**src/rtl/shift_reg_univ.sv**
```systemverilog
// Universal shift register: hold, shift left/right, parallel load and clear,
// with a saturating shift counter. Define SHIFT_REG_ROTATE_EN to enable rotate modes 100/101.
module shift_reg_univ #(
  parameter int WIDTH = 8,
  parameter int CNT_W = $clog2(WIDTH + 1)
) (
  input  logic             clk,
  input  logic             reset,
  input  logic             en,
  input  logic [2:0]       mode,
  input  logic [WIDTH-1:0] d,
  input  logic             sin_l,
  input  logic             sin_r,
  output logic [WIDTH-1:0] q,
  output logic             sout,
  output logic [CNT_W-1:0] cnt,
  output logic             done
);

  typedef enum logic [2:0] {
    M_HOLD  = 3'b000,
    M_SHL   = 3'b001,
    M_SHR   = 3'b010,
    M_LOAD  = 3'b011,
    M_ROL   = 3'b100,
    M_ROR   = 3'b101,
    M_CLR   = 3'b110,
    M_HOLD2 = 3'b111
  } mode_e;

  localparam logic [CNT_W-1:0] CNT_MAX = CNT_W'(WIDTH);

  logic [WIDTH-1:0] q_nxt;
  logic             sout_nxt;
  logic [CNT_W-1:0] cnt_nxt;
  logic [CNT_W-1:0] cnt_inc;

  // Saturating increment shared by every shift and rotate.
  assign cnt_inc = (cnt == CNT_MAX) ? cnt : cnt + CNT_W'(1);

  always_comb begin
    // NOTE: every output of this block gets a default first, so no path
    // through the case can leave one unassigned and infer a latch.
    q_nxt    = q;
    sout_nxt = sout;
    cnt_nxt  = cnt;
    case (mode_e'(mode))
      M_SHL: begin
        q_nxt    = {q[WIDTH-2:0], sin_l};
        sout_nxt = q[WIDTH-1];
        cnt_nxt  = cnt_inc;
      end
      M_SHR: begin
        q_nxt    = {sin_r, q[WIDTH-1:1]};
        sout_nxt = q[0];
        cnt_nxt  = cnt_inc;
      end
      M_LOAD: begin
        q_nxt    = d;
        sout_nxt = 1'b0;
        cnt_nxt  = '0;
      end
`ifdef SHIFT_REG_ROTATE_EN
      M_ROL: begin
        q_nxt    = {q[WIDTH-2:0], q[WIDTH-1]};
        sout_nxt = q[WIDTH-1];
        cnt_nxt  = cnt_inc;
      end
      M_ROR: begin
        q_nxt    = {q[0], q[WIDTH-1:1]};
        sout_nxt = q[0];
        cnt_nxt  = cnt_inc;
      end
`endif
      M_CLR: begin
        q_nxt    = '0;
        sout_nxt = 1'b0;
        cnt_nxt  = '0;
      end
      default: ;  // hold, including 111 and rotate codes when rotate is off
    endcase
  end

  always_ff @(posedge clk) begin
    // NOTE: non-blocking assignments so every register samples pre-edge values.
    if (!reset) begin
      q    <= '0;
      sout <= 1'b0;
      cnt  <= '0;
    end else if (en) begin
      q    <= q_nxt;
      sout <= sout_nxt;
      cnt  <= cnt_nxt;
    end
  end

  assign done = (cnt == CNT_MAX);

endmodule

```
**config.mk**
```make
export PLATFORM = sky130hd
export DESIGN_NAME = shift_reg_univ
export DESIGN_NICKNAME = d
export VERILOG_FILES = /design/src/rtl/shift_reg_univ.sv
export SDC_FILE = /design/constraint.sdc
export NUM_CORES = 1
export LEC_CHECK = 0
export CAP_MARGIN = 40
export CORE_MARGIN = 1
export CORE_UTILIZATION = 44
export DETAILED_ROUTE_END_ITERATION = 8
export PLACE_DENSITY = 0.84
export RECOVER_POWER = 25
export REMOVE_ABC_BUFFERS = 1
export SYNTH_ARGS = -nofsm -noshare
export SYNTH_HDL_FRONTEND = slang
export SYNTH_SLANG_ARGS = --single-unit
```
**constraint.sdc**
```tcl
create_clock -name clk -period 1.8 [get_ports clk]
set_clock_uncertainty 0.2 [all_clocks]
set_input_delay 0.18 -clock clk [delete_from_list [all_inputs] [get_ports clk]]
set_output_delay 0.18 -clock clk [all_outputs]
set_load 0.02 [all_outputs]
```
==> flow_metrics.tcl, run 1 <==
set metrics [dict create \
    io_buffer_count 29 \
    hold_ws_ps 275 \
    status "completed" \
    cap_viol_max_count 0 \
    cp.required_ps 1420 \
    finalCritPeriodShare_pct 95.5 \
    hold_path_depth 3 \
    cellPowerDensity_mw_per_mm2 588 \
    die_w_um 46.0 \
    io_pins 30 \
    r2r.worst_path.cells 7 \
    finalWorstSetupSlack_ps 80.6 \
    grt_first_pass_wirelength_mm 3.73 \
    final_hold_viol_count 0 \
    wl_mm 2.26 \
    rrSetupSlack_ps 160 \
    path_cells "inv_1 > ha_1 > nand3b_1 > inv_1 > clkdlybuf4s15_1" \
    slew_violations 0 \
    r2r_end "cnt[2]$_SDFFE_PN0P_" \
    cts_resized 1 \
    nets 173 \
    worst_pin_slew_ps 421 \
    syn_avg_cell_area_um2 7.21 \
    critPathBufInv 3 \
    arrival_ps 1340 \
    cts_made_buffers 3 \
    diodes 0 \
    dr.first_iter.drc_count 33 \
    synth_area_um2 851 \
    ctsHoldBuffers 0 \
    yosys_warnings 0 \
    layout-drive-gt1-share_pct 10.4 \
    setup_violations 0 \
    path_clk_slew_ps 80 \
    synth-seq-area-share_pct 30.6 \
    pre_cts_ws_ps -62.5 \
    gp_congestion 0.945 \
    post_drt_wl_per_cell_um 12.6 \
    clk_latency_ps 270 \
    ys_types 28 \
    root_buffer "clkbuf_4" \
    cp-end-kind "output pin" \
    ys_ff_latch 13 \
    track_usage_pct 24.5 \
    worst_setup_path_start_kind "flip-flop" \
    cts_sinks 13 \
    path_class "flip-flop to output pin" \
    post_cts_buffers 0 \
    relSlewSlack_pct 71.9 \
    hp-start "sin_l" \
    synth_cells 118 \
    grt_overflow 0 \
    crit_family "buffers and inverters" \
    cts_tree "built" \
    fin_util_pct 69.9 \
    crit_slowest_cell "clkdlybuf4s15_1" \
    fmax_mhz 582 \
    ir_worst_vdd_uv 435 \
    cts.path.max_buffers 2 \
    vias_per_cell 5.45 \
    core_mm2 0.00176 \
    rsz0062_at_grt "false" \
    fill_cells 160 \
    crit_top_cell "inv_1" \
    grt_pass1_vias 901 \
    syn_to_final_growth_pct 44.9 \
    cp_max_fo 3 \
    min_period_ps 1720 \
    num_rows 15 \
    antenna_found_initial 0 \
    grt_max_degree 17 \
    hold_path_class "primary input to flip-flop" \
    via_count 975 \
    slowest_delay_ps 320 \
    reg2reg_from "cnt[0]$_SDFFE_PN0P_" \
    dr.pass1.iters 4 \
    place_hpwl_mm 1.75 \
    p_leak_nw 0.492 \
    die_area_mm2 0.00211 \
    start_util_pct 48.2 \
    cts_max_level 1 \
    antenna_left 0 \
    worstHoldEndpoint "q[0]$_SDFFE_PN0P_" \
    drcViolationCount 0 \
    dieHeight_um 46.0 \
]
[state kept, by name, indices dropped and copies added, names as in the netlist]
register	count
cnt	4
q	8
sout	1
[metrics by stage]
step	cell area (um^2)	TNS [ps]	instances	total power [mW]
final	1230	0	179	0.724
after global routing	1230	0	179	0.767
after CTS	1240	0	179	0.733
after detailed placement	1220	-124	175	0.552
after global placement	1220	-34.2	175	0.549
after floorplan	807	-75.7	109	0.424
[logic make-up (layout without fill, tap and decap cells)]
group | Yosys count | after routing | share of synthesized area (%)
compound gates | 56 | 56 | 40.4
xor+xnor | 1 | 1 | 1.03
fa+ha+maj | 2 | 2 | 2.94
buf+inv | 18 | 54 | 9.12
flops | 13 | 13 | 30.6
simple gates | 28 | 28 | 15.9
[cell type report]
type / count / area (um^2) / area share, %
clock buffers: 4 / 26.3 / 2.13
well taps: 25 / 31.3 / 2.54
flip-flops and latches: 13 / 260 / 21.1
repair buffers: 41 / 373 / 30.3
multi-input cells: 87 / 508 / 41.2
inverters: 9 / 33.8 / 2.74
[per-layer routing]
layer / GRT usage, % / vias to the layer above / routed length [um]
li1: - / 490 / -
met1: 29.7 / 434 / 1000
met2: 41.4 / 47 / 1080
met3: 5.16 / 4 / 139
met4: 10.0 / 0 / 34
met5: 0 / - / 0
[how the worst max path moves through the flow]
stage,from,end,cells past startpoint
2_1_floorplan,cnt[0]$_SDFFE_PN0P_,cnt[2]$_SDFFE_PN0P_,7
3_3_place_gp,mode[2],cnt[2]$_SDFFE_PN0P_,5
3_5_place_dp,mode[2],cnt[2]$_SDFFE_PN0P_,5
4_1_cts,cnt[0]$_SDFFE_PN0P_,done,5
5_1_grt,cnt[0]$_SDFFE_PN0P_,done,5
6_report,cnt[0]$_SDFFE_PN0P_,done,5
[cell usage in the layout, fill, tap and decap left out]
master,Yosys,routed
a211oi_1,2,2
a21bo_4,1,1
a21boi_0,2,2
a21o_1,7,7
a21oi_1,14,14
a21oi_2,1,1
a22o_1,1,1
a31oi_1,8,8
buf_4,1,10
clkbuf_1,2,3
clkbuf_4,0,3
clkdlybuf4s15_1,0,1
clkdlybuf4s50_1,0,27
dfxtp_1,13,13
dlygate4sd3_1,0,1
ha_1,2,2
inv_1,9,9
nand2_1,16,16
nand2b_1,2,2
nand3_1,1,1
nand3_2,1,1
nand3b_1,2,2
nand4_1,2,2
nor2_1,2,4
o21ai_0,17,17
o21ai_1,1,1
o311ai_1,1,1
o32ai_1,1,1
xor2_1,1,1
[tightest hold or removal path, delay by kind of cell]
kind	cells	cell delay, ps
buffers and inverters	1	390
and+or+nand+nor	1	60
AOI/OAI and AO/OA	1	70
[cell usage after synthesis, drive strengths merged]
| library cell | count | area, um^2 |
|---|---|---|
| o21ai | 18 | 90.1 |
| nand2 | 16 | 60.1 |
| a21oi | 15 | 78.8 |
| dfxtp | 13 | 260 |
| inv | 9 | 33.8 |
| a31oi | 8 | 50.1 |
| a21o | 7 | 52.6 |
| buf | 7 | 36.3 |
| nor2 | 4 | 20.0 |
| a211oi | 2 | 15.0 |
| a21boi | 2 | 15.0 |
| clkbuf | 2 | 7.51 |
| ha | 2 | 25.0 |
| nand2b | 2 | 12.5 |
| nand3 | 2 | 15.0 |
| nand3b | 2 | 15.0 |
| nand4 | 2 | 12.5 |
| a21bo | 1 | 16.3 |
| a22o | 1 | 8.76 |
| o311ai | 1 | 8.76 |
| o32ai | 1 | 8.76 |
| xor2 | 1 | 8.76 |
[where the power goes]
part	switching [mW]	leakage [nW]	internal, mW
sequential	0.0149	0.107	0.305
combinational	0.113	0.370	0.110
clock	0.0951	0.0150	0.0857
total	0.223	0.492	0.501
Note: power is estimated with default switching activity, not from simulation.
==> inputs of run 2 (changes only) <==
- ABC_AREA: unset -> 1
- CORE_UTILIZATION: 44 -> 43
- PLACE_DENSITY: 0.84 -> 0.83
==> flow_metrics.tcl, run 2 <==
set metrics [dict create \
    status "completed" \
    io_pins 30 \
    rsz0062_at_grt "false" \
    fin_util_pct 66.2 \
    ys_top_cells_by_count "34 x nand2_1, 19 x nor2_1, 17 x inv_1, 15 x a21oi_1, 13 x dfxtp_1" \
    drcViolationCount 0 \
    die_area_mm2 0.00206 \
    grt_max_degree 16 \
    hold_ws_ps 323 \
    worst_setup_path_start_kind "flip-flop" \
    core_mm2 0.00175 \
    vias_per_cell 4.67 \
    antenna_left 0 \
    grt_first_pass_wirelength_mm 3.31 \
    ir_worst_vdd_uv 479 \
    cts_tree "built" \
    post_drt_wl_per_cell_um 10.5 \
    setup_violations 0 \
    path_class "flip-flop to output pin" \
    pre_cts_ws_ps -3.69 \
    synth_most_common_cell "nand2_1" \
    slowest_delay_ps 600 \
    cts_max_level 1 \
    dieHeight_um 45.4 \
    path_clk_slew_ps 80 \
    io_buffer_count 29 \
    synth_cells 130 \
    final_common_cell "nand2_1" \
    ctsHoldBuffers 0 \
    post_cts_buffers 0 \
    yosys.area.top_type "dfxtp_1" \
    min_period_ps 1710 \
    antenna_found_initial 0 \
    yosys_warnings 0 \
    wl_met3_um 80 \
    slew_violations 0 \
    place_hpwl_mm 1.49 \
    ys_ff_latch 13 \
    hold_path_class "flip-flop to flip-flop" \
    path_cells "buf_4 > clkdlybuf4s50_1" \
    largest_reg_flops 8 \
    synth_area_um2 808 \
    synth_ff_type "dfxtp_1" \
    reg_top3 "q (8), cnt (4), sout (1)" \
    cellPowerDensity_mw_per_mm2 611 \
    clk_latency_ps 270 \
    finalWorstSetupSlack_ps 90.4 \
    ys_types 20 \
    cp.required_ps 1420 \
    num_rows 15 \
    worst_pin_slew_ps 333 \
    regMostFlops "q" \
    syn_avg_cell_area_um2 6.22 \
    gp_congestion 0.795 \
    crit_family "buffers and inverters" \
    diodes 0 \
    final_hold_viol_count 0 \
    arrival_ps 1330 \
    critPathBufInv 2 \
    ys_top_cells_by_area "dfxtp_1 32%, nand2_1 16%, a21oi_1 9.3%" \
    dr.pass1.iters 4 \
    met1_length_um 926 \
    dr.first_iter.drc_count 12 \
    cap_viol_max_count 0 \
    crit_slowest_cell "clkdlybuf4s50_1" \
    cts.path.max_buffers 2 \
    via_count 888 \
    grt_pass1_vias 850 \
    root_buffer "clkbuf_4" \
    highest_layer "met4" \
    grt_overflow 0 \
    nets 184 \
    finalCritPeriodShare_pct 95.0 \
    cp-end-kind "output pin" \
    relSlewSlack_pct 77.7 \
    layout-drive-gt1-share_pct 7.88 \
    start_util_pct 46.3 \
    yosys.area.top_type_share_pct 32.2 \
    wl_mm 1.99 \
    cp_max_fo 6 \
    dr_wl_met2_um 971 \
    p_leak_nw 0.504 \
    layout_common_cells "34 x nand2_1, 26 x clkdlybuf4s50_1, 19 x nor2_1, 17 x inv_1, 15 x a21oi_1" \
    synthArstFlopShare_pct 0 \
    track_usage_pct 21.8 \
    cts_sinks 13 \
    synth_edf_count 0 \
    die_w_um 45.4 \
    fmax_mhz 585 \
    fill_cells 169 \
    cts_made_buffers 3 \
    synth-seq-area-share_pct 32.2 \
    syn_to_final_growth_pct 42.9 \
]
## run 2: changes by cell type after synthesis, moves of 3 or more
| cell | before | now |
|---|---|---|
| nand2_1 | 16 | 34 |
| buf_2 | 5 | 0 |
| nor2_1 | 2 | 19 |
| o21ai_0 | 17 | 7 |
| o21ai_1 | 1 | 8 |
| inv_1 | 9 | 17 |
| a31oi_1 | 8 | 0 |
| a21o_1 | 7 | 0 |
| nand3_1 | 1 | 4 |
## run 2: report_power, final
part	switching, mW	leakage (nW)	total (mW)	internal [mW]
registers	0.0166	0.107	0.323	0.307
clock network	0.0928	0.0150	0.179	0.0857
logic	0.106	0.383	0.204	0.0977
## run 2: logic make-up (layout without fill, tap and decap cells)
logic type | after synthesis | count (layout) | synth area share, %
xor gates and xnor gates | 1 | 1 | 1.08
DFF | 13 | 13 | 32.2
adders and majority gates | 2 | 2 | 3.10
AOI/OAI and AO/OA | 30 | 30 | 18.6
and+or+nand+nor | 62 | 62 | 33.4
buffers and inverters | 22 | 57 | 11.6
## run 2: area by class of cell
type / instances / area [um^2] / share of cell area, %
Timing Repair Buffer: 33 / 313 / 27.1
Clock buffer: 4 / 26.3 / 2.28
Inverter: 20 / 75.1 / 6.50
Multi-Input combinational cell: 95 / 449 / 38.9
Tap cell: 25 / 31.3 / 2.71
Sequential cell: 13 / 260 / 22.5
## run 2: path summary, 6_finish.rpt
kind	from	end	slack (ps)	cells after the start
max	cnt[0]$_SDFFE_PN0P_	cnt[0]	90	2
min reg2reg	q[7]$_SDFFE_PN0P_	sout$_SDFFE_PN0P_	320	2
min	q[7]$_SDFFE_PN0P_	sout$_SDFFE_PN0P_	320	2
max reg2reg	cnt[0]$_SDFFE_PN0P_	cnt[0]$_SDFFE_PN0P_	370	7
## run 2: per-stage QoR
step	std cells	area, um^2	power, mW	TNS (ps)
floorplan	128	792	0.432	0
global placement	186	1140	0.531	0
detailed placement	186	1140	0.536	-3.69
CTS	190	1170	0.715	0
global route	190	1150	0.747	0
finish	190	1150	0.705	0
## run 2: tightest hold or removal path: stages, from the launching register on
cell and delay, ps:
dfxtp_1 350, nand2_1 70, a21oi_1 60
## run 2: what timing repair did
item | CTS | global route
gates resized for setup | 1 | 1
pin swaps | 0 | 0
endpoints found under the setup margin | 1 | 1
## run 2: routing by layer
metal / GRT usage [%] / vias up
li1: - / 480
met1: 26.3 / 388
met2: 39.1 / 18
met3: 3.20 / 2
met4: 7.27 / 0
met5: 0 / -
==> variant 1, RTL diff (config.mk and constraints of run 2) <==
Make the reset (`reset`) asynchronous in one clocked block.
--- a/src/rtl/shift_reg_univ.sv
+++ b/src/rtl/shift_reg_univ.sv
@@ -83,3 +83,3 @@
 
-  always_ff @(posedge clk) begin
+  always_ff @(posedge clk or negedge reset) begin
     // NOTE: non-blocking assignments so every register samples pre-edge values.
Behaviour: differs if reset is asserted again (counterexample within 4 cycles, from zero or initial values and one cycle with reset low); with reset held inactive, the same outputs for 10 cycles.
==> variant 1 against run 2 <==
Area after synthesis increased by 11%; die area increased by 10%; setup slack got worse by 0.050 ns; final area increased by 11%; maximum frequency decreased by 2.8%; wire length increased by 17%; first-iteration DRC count increased by 83%; sequential cell count unchanged; critical path type unchanged.
Power is not compared: it rests on default switching activity, and its combinational part moved more than twofold at a synthesized area within 25%.
==> variant 1: results (changes against run 2) <==
[worst_setup_path]
cp_max_fo = 5  ; was 6
reg2reg_to = cnt[3]  ; was cnt[0]
r2r_cells = 9  ; was 7
cp.arrival_ns = 1.38  ; was 1.33 ns
r2r_setup_slack_ns = 0.32  ; was 0.37 ns
crit-reg2reg-launch = cnt[0]  ; unchanged

[synthesis]
synthTopCellsByArea = dfrtp_1 36%, nand2_1 17%, nor2_1 8.8%, inv_1 8.4%, nand4_1 6.3%  ; was dfxtp_1 32%, nand2_1 16%, a21oi_1 9.3%, nor2_1 8.8%, inv_1 7.9%
synthAdderAreaFrac_pct = 2.801  ; was 3.096%
ys_seq_area_share_pct = 36.41  ; was 32.20%
synth.distinct_cells = 19  ; was 20
ys_async_sr_fraction_pct = 100.0  ; was 0%
synth-main-ff-cell = dfrtp_1  ; was dfxtp_1
yosys-top-cells-count = 40 x nand2_1, 21 x nor2_1, 20 x inv_1  ; was 34 x nand2_1, 19 x nor2_1, 17 x inv_1
synth_compound_area_share_pct = 8.123  ; was 18.58%
synth_xor_area_share_pct = 0.9804  ; was 1.084%

[finish]
buffer_area_share_pct = 26.30  ; was 27.09%
nets = 193  ; was 184
largest_register_ffs = 8  ; unchanged
drive_gt1_share_pct = 10.92  ; was 7.879%
n_all_buffers = 36  ; was 33
multi_input_area_share_pct = 36.07  ; was 38.89%
fill_cells = 198  ; was 169
multiInputCombCellCount = 96  ; was 95
inverters_excl_clock = 25  ; was 20
nFlopsAndLatches = 13  ; unchanged
register_area_sq_um = 325.3  ; was 260.3 sq um
clk_share_pct = 2.053  ; was 2.275%

[place]
place_congestion = 0.8471  ; was 0.7947
place_hpwl_um = 1739  ; was 1491 um

[min_path]
hold_path.class = input pin to async pin  ; was register to register

[sta]
whs_ns = 0.2633  ; was 0.3230 ns
slew_headroom_pct = 50.63  ; was 77.73%

[route]
viasPerCell = 4.970  ; was 4.674
drt-pass1-iter-count = 4  ; unchanged
wirelength_um = 2326  ; was 1991 um
drtIter0Drc = 22  ; was 12

[global_routing]
grt_max_degree = 14  ; was 16
grt.total_usage_pct = 22.37  ; was 21.80%
grt_pass1_wl_um = 3615  ; was 3305 um

[run_status]
status = finished clean  ; unchanged

[cts]
worstSkewPairLatency_ns = 0.29  ; was 0.27 ns

## variant 1: cell types whose count changed in the layout (fill, tap and decap cells not counted), moves of 2 or more
cell     change
a21oi_1     -13
dfrtp_1     +13
dfxtp_1     -13
nand4_1      +8
nand2_1      +6
o21ai_1      -6
inv_1        +3
buf_4        +2
inv_2        +2
nor2_1       +2
o21ai_0      +2
## variant 1: timing repair
item,in CTS,in global routing
endpoints found under the setup margin,1,2
endpoints found under the hold margin,0,0
pin swaps,0,0
gates resized for setup,2,2
## variant 1: metal layers
layer | vias to the layer above | track usage (%) | part of all wire [%]
met5 | - | 0 | 0
met4 | 0 | 8.333 | 1.5
met3 | 5 | 2.642 | 6.1
met2 | 30 | 41.92 | 48
met1 | 462 | 25.87 | 44
li1 | 502 | - | -
## variant 1: stage by stage
| stage | worst slack [ns] | area [sq um] | instances | total power [uW] |
|---|---|---|---|---|
| floorplan | 0.005843 | 883.3 | 134 | 757.0 |
| global placement | 0.07840 | 1260 | 197 | 1041 |
| detailed placement | 0.03858 | 1260 | 197 | 1065 |
| CTS | 0.01379 | 1286 | 201 | 1251 |
| global route | 0.01404 | 1280 | 201 | 1329 |
| finish | 0.04049 | 1280 | 201 | 1243 |
## variant 1: cell families after synthesis
kind of cell,Yosys count
xor+xnor,1
simple gates,79
flops,13
fa+ha+maj,2
buf+inv,27
compound gates,14
## variant 1: how the worst max path moves through the flow
| stage | endpoint | slack [ns] | depth (start not counted) |
|---|---|---|---|
| final | cnt[0] | 0.04 | 2 |
| after global routing | cnt[1] | 0.01 | 2 |
| after CTS | done | 0.01 | 5 |
| after detailed placement | done | 0.04 | 5 |
| after global placement | done | 0.08 | 5 |
| after floorplan | cnt[2] | 0.006 | 9 |
==> variant 2, RTL diff (flow settings as in run 2) <==
Made on the original files. `WIDTH`: 8 -> 16.
--- a/src/rtl/shift_reg_univ.sv
+++ b/src/rtl/shift_reg_univ.sv
@@ -3,3 +3,3 @@
 module shift_reg_univ #(
-  parameter int WIDTH = 8,
+  parameter int WIDTH = 16,
   parameter int CNT_W = $clog2(WIDTH + 1)
Ports: changed (resized cnt, d and q); port bits go from 30 to 47. The function was not compared with the original's and may differ.
==> variant 2 against run 2 <==
The flow now finishes with violations (design-rule violations); power grew 63%; utilization shrank 1.8 points; setup slack lost 0.025 ns; global-route usage shrank 0.91 points; area after synthesis grew 62%; worst hold slack lost 0.012 ns; final area grew 58%; wire length grew 65%; sequential cell count grew 9; highest routed layer unchanged.
==> variant 2: results (changes against run 2) <==
[synthesis]
synthTopCellsByArea = dfxtp_1 34%, a21oi_1 18%, nand2_1 8.3%, inv_1 7.4%, o21ai_0 5.3%  ; was dfxtp_1 32%, nand2_1 16%, a21oi_1 9.3%, nor2_1 8.8%, inv_1 7.9%
yosysWarnings = 0  ; unchanged
netlist_instances = 197  ; was 130
synth.distinct_cells = 21  ; was 20
ys_seq_area_share_pct = 33.62  ; was 32.20%
yosys-top-cells-count = 47 x a21oi_1, 29 x nand2_1, 26 x inv_1  ; was 34 x nand2_1, 19 x nor2_1, 17 x inv_1

[min_path]
hold_path.class = input pin to register  ; was register to register

[place]
place_area_sq_um = 1814  ; was 1144 sq um
pre_cts_slack_ns = 0.009801  ; was -0.003692 ns
place_hpwl_um = 2223  ; was 1491 um
place_congestion = 0.8216  ; was 0.7947

[cts]
worstSkewPairLatency_ns = 0.31  ; was 0.27 ns
clk_pin_slew_ns = 0.13  ; was 0.08 ns

[sta]
whs_ns = 0.3109  ; was 0.3230 ns
fin_ws_ns = 0.06591  ; was 0.09043 ns
worst_pin_slew_ns = 0.3404  ; was 0.3331 ns

[finish]
drive_gt1_share_pct = 8.537  ; was 7.879%
fill_cells = 266  ; was 169
nets = 273  ; was 184
stdcell_count = 277  ; was 190
top_regs = q x16, cnt x5, sout x1  ; was q x8, cnt x4, sout x1

[worst_setup_path]
cpMaxStageDelayCell = clkdlybuf4s50_1  ; unchanged
cp.arrival_ns = 1.35  ; was 1.33 ns
cp_max_fo = 4  ; was 6
max_stage_delay_ns = 0.63  ; was 0.60 ns
r2r_setup_slack_ns = 0.21  ; was 0.37 ns

[run_status]
violations = design-rule violations
status = finished with violations  ; was finished clean

[route]
drt-pass1-iter-count = 6  ; was 4
drcViolationCount = 9  ; was 0
viasPerCell = 5.220  ; was 4.674
drtIter0Drc = 76  ; was 12
wirelength_um = 3277  ; was 1991 um

[global_routing]
grt.total_usage_pct = 20.89  ; was 21.80%
grt_pass1_wl_um = 5478  ; was 3305 um
grt_max_degree = 25  ; was 16

[power]
p_sw_share_pct = 30.87  ; was 30.55%
leakage_uw = 0.0008226  ; was 0.0005042 uW
ir_drop_uv = 506.5  ; was 479.2 uV

## variant 2: cell types whose count changed after synthesis, moves of 3 or more
cell | run 2 | this run
o21a_1 | 0 | 6
o21ai_0 | 7 | 14
dfxtp_1 | 13 | 22
buf_4 | 0 | 3
inv_1 | 17 | 26
a21oi_1 | 15 | 47
nand3_1 | 4 | 9
o21ai_1 | 8 | 3
nand3_2 | 0 | 3
nand2_1 | 34 | 29
## variant 2: cell families (layout without fill, tap and decap cells)
family	Yosys count	count (layout)	share of synthesized area [%]
XOR/XNOR	1	1	0.6687
flip-flops	22	22	33.62
AO/OA/AOI/OAI	70	70	27.89
AND/OR/NAND/NOR	64	64	22.35
adder cells (fa/ha/maj)	2	2	1.910
buffers and inverters	38	87	13.56
## variant 2: repair_timing
action / CTS / global route
cloned: 0 / 0
hold endpoints to repair: 0 / 0
gates resized for setup: 1 / 5
setup endpoints to repair: 1 / 4
## variant 2: area by class of cell
class,instances,share of cell area (%)
Timing Repair Buffer,53,27.22
Sequential cell,22,24.19
Tap cell,31,2.131
Multi-Input combinational cell,137,38.01
Inverter,30,6.460
Clock buffer,4,1.993
## variant 2: power groups by stage
stage	registers, uW	logic [uW]	clock network, uW
floorplan	597	122	0
CTS	550	331	277
finish	551	324	276
global route	556	355	301
detailed placement	560	329	0
global placement	561	326	0
## variant 2: final timing paths
| kind | start | end | depth (start not counted) |
|---|---|---|---|
| setup / recovery | q[7] | q[7] | 1 |
| hold / removal | d[14] | q[14] | 4 |
| setup reg to reg | cnt[0] | cnt[1] | 9 |
| hold reg to reg | q[15] | sout | 2 |
## variant 2: metal layers
metal	vias to the layer above	global-route usage, %	part of all wire, %
li1	744	-	-
met1	652	28.33	47
met2	48	34.96	46
met3	2	4.762	6.2
met4	0	2.787	0.46
met5	-	0	0
